<file path="src/rtl/vga_timing_gen.sv">
// Parametrised raster timing generator: counters, active/sync decode, a
// pixel-pipeline alignment delay line and line/frame start strobes.
module vga_timing_gen_chk #(
    parameter int H_TOTAL  = 800,
    parameter int V_TOTAL  = 525,
    parameter int H_SYNC   = 96,
    parameter int V_SYNC   = 2,
    parameter int PIPE_DLY = 2,
    parameter int CNT_W    = 10
) ();
    if (H_SYNC < 1) begin : g_err_hsync
        $error("vga_timing_gen: H_SYNC must be at least 1");
    end
    if (V_SYNC < 1) begin : g_err_vsync
        $error("vga_timing_gen: V_SYNC must be at least 1");
    end
    if ((PIPE_DLY < 1) || (PIPE_DLY > 8)) begin : g_err_dly
        $error("vga_timing_gen: PIPE_DLY must be in 1..8");
    end
    if ((H_TOTAL - 1) >= (2 ** CNT_W)) begin : g_err_hcnt
        $error("vga_timing_gen: CNT_W too narrow for H_TOTAL");
    end
    if ((V_TOTAL - 1) >= (2 ** CNT_W)) begin : g_err_vcnt
        $error("vga_timing_gen: CNT_W too narrow for V_TOTAL");
    end
endmodule

module vga_timing_gen #(
    parameter int H_ACTIVE = 640,
    parameter int H_FP     = 16,
    parameter int H_SYNC   = 96,
    parameter int H_BP     = 48,
    parameter int V_ACTIVE = 480,
    parameter int V_FP     = 10,
    parameter int V_SYNC   = 2,
    parameter int V_BP     = 33,
    parameter int HS_POL   = 0,
    parameter int VS_POL   = 0,
    parameter int PIPE_DLY = 2,
    parameter int CNT_W    = 10
) (
    input  logic             i_clk,
    input  logic             i_rstn,
    input  logic             i_en,
    output logic [CNT_W-1:0] o_x,
    output logic [CNT_W-1:0] o_y,
    output logic             o_pix_req,
    output logic             o_video,
    output logic             o_hsync,
    output logic             o_vsync,
    output logic             o_line_start,
    output logic             o_frame_start
);
    localparam int H_TOTAL = H_ACTIVE + H_FP + H_SYNC + H_BP;
    localparam int V_TOTAL = V_ACTIVE + V_FP + V_SYNC + V_BP;

    localparam logic [CNT_W-1:0] X_LAST   = CNT_W'(H_TOTAL - 1);
    localparam logic [CNT_W-1:0] Y_LAST   = CNT_W'(V_TOTAL - 1);
    localparam logic [CNT_W-1:0] X_ACT    = CNT_W'(H_ACTIVE);
    localparam logic [CNT_W-1:0] Y_ACT    = CNT_W'(V_ACTIVE);
    localparam logic [CNT_W-1:0] X_HS_BEG = CNT_W'(H_ACTIVE + H_FP);
    localparam logic [CNT_W-1:0] X_HS_END = CNT_W'(H_ACTIVE + H_FP + H_SYNC);
    localparam logic [CNT_W-1:0] Y_VS_BEG = CNT_W'(V_ACTIVE + V_FP);
    localparam logic [CNT_W-1:0] Y_VS_END = CNT_W'(V_ACTIVE + V_FP + V_SYNC);
    localparam logic [CNT_W-1:0] CNT_ONE  = CNT_W'(1);

    // Sync stages hold the final pin level so the outputs come straight from flops.
    localparam logic HS_ON  = (HS_POL != 0) ? 1'b1 : 1'b0;
    localparam logic HS_OFF = ~HS_ON;
    localparam logic VS_ON  = (VS_POL != 0) ? 1'b1 : 1'b0;
    localparam logic VS_OFF = ~VS_ON;

    logic [CNT_W-1:0]    r_x;
    logic [CNT_W-1:0]    r_y;
    logic                w_x_wrap;
    logic                w_y_wrap;
    logic                w_act;
    logic                w_hs_lvl;
    logic                w_vs_lvl;
    logic [PIPE_DLY-1:0] r_vid;
    logic [PIPE_DLY-1:0] r_hs;
    logic [PIPE_DLY-1:0] r_vs;
    logic                r_line_start;
    logic                r_frame_start;

    vga_timing_gen_chk #(
        .H_TOTAL (H_TOTAL),
        .V_TOTAL (V_TOTAL),
        .H_SYNC  (H_SYNC),
        .V_SYNC  (V_SYNC),
        .PIPE_DLY(PIPE_DLY),
        .CNT_W   (CNT_W)
    ) u_chk ();

    assign w_x_wrap = (r_x == X_LAST);
    assign w_y_wrap = (r_y == Y_LAST);
    assign w_act    = (r_x < X_ACT) && (r_y < Y_ACT);
    assign w_hs_lvl = ((r_x >= X_HS_BEG) && (r_x < X_HS_END)) ? HS_ON : HS_OFF;
    assign w_vs_lvl = ((r_y >= Y_VS_BEG) && (r_y < Y_VS_END)) ? VS_ON : VS_OFF;

    // Raster counters: x sweeps the line, y steps once per line wrap.
    always_ff @(posedge i_clk or negedge i_rstn) begin
        if (!i_rstn) begin
            r_x <= '0;
            r_y <= '0;
        end else if (i_en) begin
            if (w_x_wrap) begin
                r_x <= '0;
                r_y <= w_y_wrap ? '0 : (r_y + CNT_ONE);
            end else begin
                r_x <= r_x + CNT_ONE;
            end
        end
    end

    // Alignment delay line for video/hsync/vsync, shifted only on pixel ticks.
    always_ff @(posedge i_clk or negedge i_rstn) begin
        if (!i_rstn) begin
            r_vid <= '0;
            r_hs  <= {PIPE_DLY{HS_OFF}};
            r_vs  <= {PIPE_DLY{VS_OFF}};
        end else if (i_en) begin
            r_vid[0] <= w_act;
            r_hs[0]  <= w_hs_lvl;
            r_vs[0]  <= w_vs_lvl;
            for (int k = 1; k < PIPE_DLY; k++) begin
                r_vid[k] <= r_vid[k-1];
                r_hs[k]  <= r_hs[k-1];
                r_vs[k]  <= r_vs[k-1];
            end
        end
    end

    // Start strobes last exactly one clock, whatever i_en does next.
    always_ff @(posedge i_clk or negedge i_rstn) begin
        if (!i_rstn) begin
            r_line_start  <= 1'b0;
            r_frame_start <= 1'b0;
        end else begin
            r_line_start  <= i_en & w_x_wrap;
            r_frame_start <= i_en & w_x_wrap & w_y_wrap;
        end
    end

    assign o_x           = r_x;
    assign o_y           = r_y;
    assign o_pix_req     = w_act;
    assign o_video       = r_vid[PIPE_DLY-1];
    assign o_hsync       = r_hs[PIPE_DLY-1];
    assign o_vsync       = r_vs[PIPE_DLY-1];
    assign o_line_start  = r_line_start;
    assign o_frame_start = r_frame_start;
endmodule

</file>
<file path="config.mk">
export PLATFORM = sky130hd
export DESIGN_NAME = vga_timing_gen
export DESIGN_NICKNAME = d
export VERILOG_FILES = /design/src/rtl/vga_timing_gen.sv
export SDC_FILE = /design/constraint.sdc
export NUM_CORES = 1
export LEC_CHECK = 0
export ABC_AREA = 1
export CAP_MARGIN = 10
export CORE_ASPECT_RATIO = 1.25
export CORE_MARGIN = 1
export CORE_UTILIZATION = 30
export CTS_BUF_LIST = sky130_fd_sc_hd__clkbuf_16
export CTS_CLUSTER_SIZE = 14
export DETAILED_ROUTE_END_ITERATION = 6
export GPL_ROUTABILITY_DRIVEN = 1
export GPL_TIMING_DRIVEN = 0
export SLEW_MARGIN = 20
export SYNTH_ARGS = -nofsm -noshare
export SYNTH_HDL_FRONTEND = slang
export SYNTH_SLANG_ARGS = --single-unit
export TNS_END_PERCENT = 20
</file>
<file path="constraint.sdc">
create_clock -name i_clk -period 2.2 [get_ports i_clk]
set_clock_uncertainty 0.1 [all_clocks]
set_input_delay 0.44 -clock i_clk [delete_from_list [all_inputs] [get_ports i_clk]]
set_output_delay 0.44 -clock i_clk [all_outputs]
set_load 0.005 [all_outputs]
</file>
# --- Yosys cells after proc, flatten, opt, wreduce, memory -nomap -nowiden ---
# Cells that the tools add are included.
classes:
  add_sub_neg: 2
  order_cmp: 6
  eq_ne: 2
  n_mux: 4
  bitwise_logic: 2
  reduce_logical: 4
op_table:
  columns: ["cell", "n"]
  rows:
  - ["$add 10x1->10 const B", 2]
  - ["$eq 10x10->1 const B", 2]
  - ["$lt 10x10->1 const B", 2]
  - ["$lt 10x9->1 const B", 2]
  - ["$mux 10", 2]
  - ["$ge 10x10->1 const B", 1]
  - ["$ge 10x9->1 const B", 1]
  - ["$logic_and 1x1->1", 3]
  - ["$and 1x1->1", 2]
  - ["$mux 1", 2]
  - ["$reduce_and 2->1", 1]
word_totals:
  register_bits: 28
  input_bits: 3

# --- Depth between registers and ports, before layout ---
logic_depth:
  word_depth: 3
  ltp_mapped: 9

# --- Worst setup path before layout ---
# No wires, ideal clock.
synth_timing:
  kind: "reg-to-reg"
  startpoint: "reg r_x[0] (netlist: o_x[0])"
  endpoint: "reg r_y[6] (netlist: o_y[6])"
  setup_ps: 121
  arrival_time_ps: 1225
  setup_slack_ps: 754
  path_stages_with_launch: 10
  n_path_buf: 1
  period_less_slack_ps: 1446
  path_cell_list: "dfrtp_1 > ha_1 > inv_1 > nor2_1 > nand3_2 > nor2_4 > inv_2 > buf_6 > nand2_1 > o21ai_1"
synth_between:
  elab_chain_cells: 2
synth_lines:
  columns: ["item", "line_no", "rtl"]
  rows:
  - ["start: declaration", "73", "logic [CNT_W-1:0] r_x;"]
  - ["start signal: assignment", "111", "r_x <= r_x + CNT_ONE;"]
  - ["$eq 10x10->1", "95", "assign w_x_wrap = (r_x == X_LAST);"]
  - ["$reduce_and 2->1 (no source line)", null, null]
  - ["end signal: assignment", "109", "r_y <= w_y_wrap ? '0 : (r_y + CNT_ONE);"]
  - ["end: declaration", "74", "logic [CNT_W-1:0] r_y;"]
# Every way passes these cells.
# A chain may end at the register's enable or synchronous reset.

# --- Final worst setup path ---
layout_timing:
  startpoint: "reg r_x[7] (netlist: o_x[7])"
  endpoint: "out o_pix_req"
layout_between:
  elab_chain_cells: 2
layout_lines:
  columns: ["item", "line_no", "rtl"]
  rows:
  - ["$lt 10x10->1", "97", "assign w_act = (r_x < X_ACT) && (r_y < Y_ACT);"]
  - ["$logic_and 1x1->1", "97", null]
  - ["end: declaration", "47", "output logic o_pix_req,"]
# Every way passes these cells.

==> impl_results.md <==
* CP Data Required Time at 1660 ps
* Vias in the first global route at 1307
* Tightest Pin Transition at 629 ps
* Critical path peak fanout at 6
* Largest net degree at the start of global routing at 29
* WL/cell at 11.7 µm
* LEAKAGE at 0.965 nW
* CP Capture Type: primary output
* Final WL at 3410 µm
* Pre-CTS setup slack at 206 ps
* Congestion Overflow GR at 0
* Max Slew Vio Count at 0
* Num rows at 28
* Hold Buf Count CTS at 0
* HPWL after DPL at 2520 µm
* Period minus WS final at 2100 ps
* Syn nets at approximately 210
* Most frequent cell after synthesis: nand2_1
* Max IR drop VDD at 270 µV
* Synth top area share at between 30% and 40%
* Port Buffers at 28
* Die height at 82.3 µm
* Relative slew margins at 58.1%
* Met1 Track Usage GR at 18.0%
* Worst-path clk slew at around 70 ps
* Routed Antenna Nets at 0
* Final WS setup at around 100 ps
* Core area at 0.00483 mm²
* Setup violations, final at 0
* Fillers at 514
* I/O Pins at 29
* CTS tree: done
* Num CTS Buffers at 3
* CTS Sinks at 28
* Routed vias at 1360
* Crit path DAT at approximately 1600 ps
* Unique cell type count in the Yosys netlist at 29
* First-pass GRT wire length at 5830 µm
* TNS Setup at 0 ps
* Die width at 66.2 µm
* Met2 Usage GRT at 23.9%
* Top_reg_cell synth: dfrtp_1
* Sequential area share after synthesis at a little under half
* Max-Cap Viols at 0
* RSZ-0062 raised after global routing: false
* Fmax at 476 MHz
* CP Launch Type: flop
* Antenna fix cells at 0
* Initial Utilization at 32.0%
* Yosys Warn Count at 0
* Fin crit share at between 90% and 100%
* #FFs+latches synth at 28
* EDFF count, synth at 0
* Met3 usage in global routing at roughly 1.6%
* Syn-to-layout area delta at 28.8%
* Worst Hold Class: input pin to async pin
* Share of cells above drive strength 1 at 14.6%
* Top cell type by total area after synthesis: dfrtp_1
* Cell count after synthesis at 201
* Drt drc at 0
* Crit path kind: flop to primary output
* Syn Std Cell Area at 0.00155 mm²
* Clk_lat worst skew at 260 ps
* Final hold vios at 0
* Iteration-0 DRC count of the detailed router at 59
* Fin nets at 241
* Die footprint at around 0.0055 mm²
* Post-synth top cells: nand2_1 (49), inv_1 (31), dfrtp_1 (24)
* Post-CTS Setup Inserts at 0
* Htree depth at 1
* Most used routing layer: met2
* Global-route usage over all layers at 14.1%
* Pre-antenna DRT Iters at 4
* PD cells at roughly 740 mW/mm²
* Initial antenna violation count at 0
* Clock Tree Buf Depth at 2
* Syn avg cell area at between 7 and 8 µm²
* Status: complete, no violations
* Avg Vias per Cell at 4.64
* CTS Root Cell: clkbuf_16
* Gpl congestion at 0.828
* Asr flop ratio synth at 100%
* Synth top area cells: dfrtp_1 (39%), nand2_1 (12%), inv_1 (7.5%), dfstp_2 (6.8%), nand3_1 (5.5%)
## power breakdown
group,internal (mW),total (mW),switching (mW)
registers,0.596,0.679,0.0835
logic,0.195,0.385,0.190
clock network,0.244,0.416,0.172
## path summary, 6_finish.rpt
kind                                           to  depth (start not counted)  slack (ps)           startpoint
min in group i_clk            r_vs[1]$_DFFE_PN1P_                          2         360  r_vs[1]$_DFFE_PN1P_
min                        o_line_start$_DFF_PN0_                          1          90               i_rstn
max                                     o_pix_req                          4         100   o_x[7]$_DFFE_PN0P_
min reg2reg                   r_vs[1]$_DFFE_PN1P_                          2         360  r_vs[1]$_DFFE_PN1P_
max reg2reg                    o_y[0]$_DFFE_PN0P_                          7         580   o_y[0]$_DFFE_PN0P_
max in group asynchronous      o_y[7]$_DFFE_PN0P_                          1        1470               i_rstn
## per-stage QoR
stage | total power [mW] | area [µm²] | instances | util [%] | hold slack (ps)
after CTS | 1.50 | 1980 | 293 | 41.0 | 120
after floorplan | 0.871 | 1550 | 201 | - | 44.4
after global routing | 1.59 | 1990 | 293 | 41.2 | 153
final | 1.48 | 1990 | 293 | 41.2 | 92.7
after global placement | 1.07 | 1900 | 289 | 39.4 | 354
after detailed placement | 1.08 | 1900 | 289 | 39.3 | 356
## layout make-up
| cell class | instances | area (µm²) | share of cell area (%) |
|---|---|---|---|
| plain buffers | 4 | 31.3 | 1.57 |
| clock buffers | 3 | 75.1 | 3.77 |
| clock inverters | 1 | 3.75 | 0.188 |
| inverters | 34 | 128 | 6.40 |
| multi-input cells | 135 | 693 | 34.8 |
| flip-flops and latches | 28 | 712 | 35.7 |
| well taps | 60 | 75.1 | 3.77 |
| repair buffers | 28 | 275 | 13.8 |
## placed cells by master (no fill, tap or decap), drive strengths merged
| cell type | count |
|---|---|
| nor2 | 23 |
| or2 | 1 |
| nor4 | 1 |
| nor3 | 6 |
| dfstp | 4 |
| inv | 34 |
| ha | 4 |
| nand4 | 5 |
| o22ai | 1 |
| nand3b | 1 |
| a21oi | 1 |
| clkdlybuf4s50 | 27 |
| clkinv | 1 |
| clkbuf | 4 |
| xor2 | 4 |
| o21bai | 1 |
| a41oi | 1 |
| buf | 4 |
| nand2 | 53 |
| dfrtp | 24 |
| o21ai | 14 |
| xnor2 | 1 |
| nand3 | 18 |
## logic make-up (layout without fill, tap and decap cells)
family          after synthesis  count (layout)  share of synthesized area (%)
compound gates               18              18                           6.79
flops                        28              28                           45.6
xor+xnor                      5               5                           2.83
buf+inv                      38              70                           10.3
simple gates                108             108                           31.3
fa+ha+maj                     4               4                           3.23
## worst max-delay path, cell delays in order, from the launching register on
cell             delay [ps]
dfrtp_1                 460
nand2_1                 120
nand3_1                  90
nor2_2                  120
clkdlybuf4s50_1         510
## flip-flops by register name (all words and copies together), names as in the netlist
name           cells
o_x               10
r_vid              2
o_line_start       1
o_frame_start      1
r_hs               2
r_vs               2
o_y               10
## per-layer routing
layer / vias up / wire (µm)
met1: 630 / 1580
met3: 5 / 109
met5: - / 0
met2: 30 / 1660
li1: 695 / -
met4: 0 / 59
## timing repair
action / CTS / global route
gates resized for setup: 3 / 6
gates cloned: 0 / 0
endpoints found under the setup margin: 1 / 1
No activity file was read; power rests on OpenSTA's default activity.
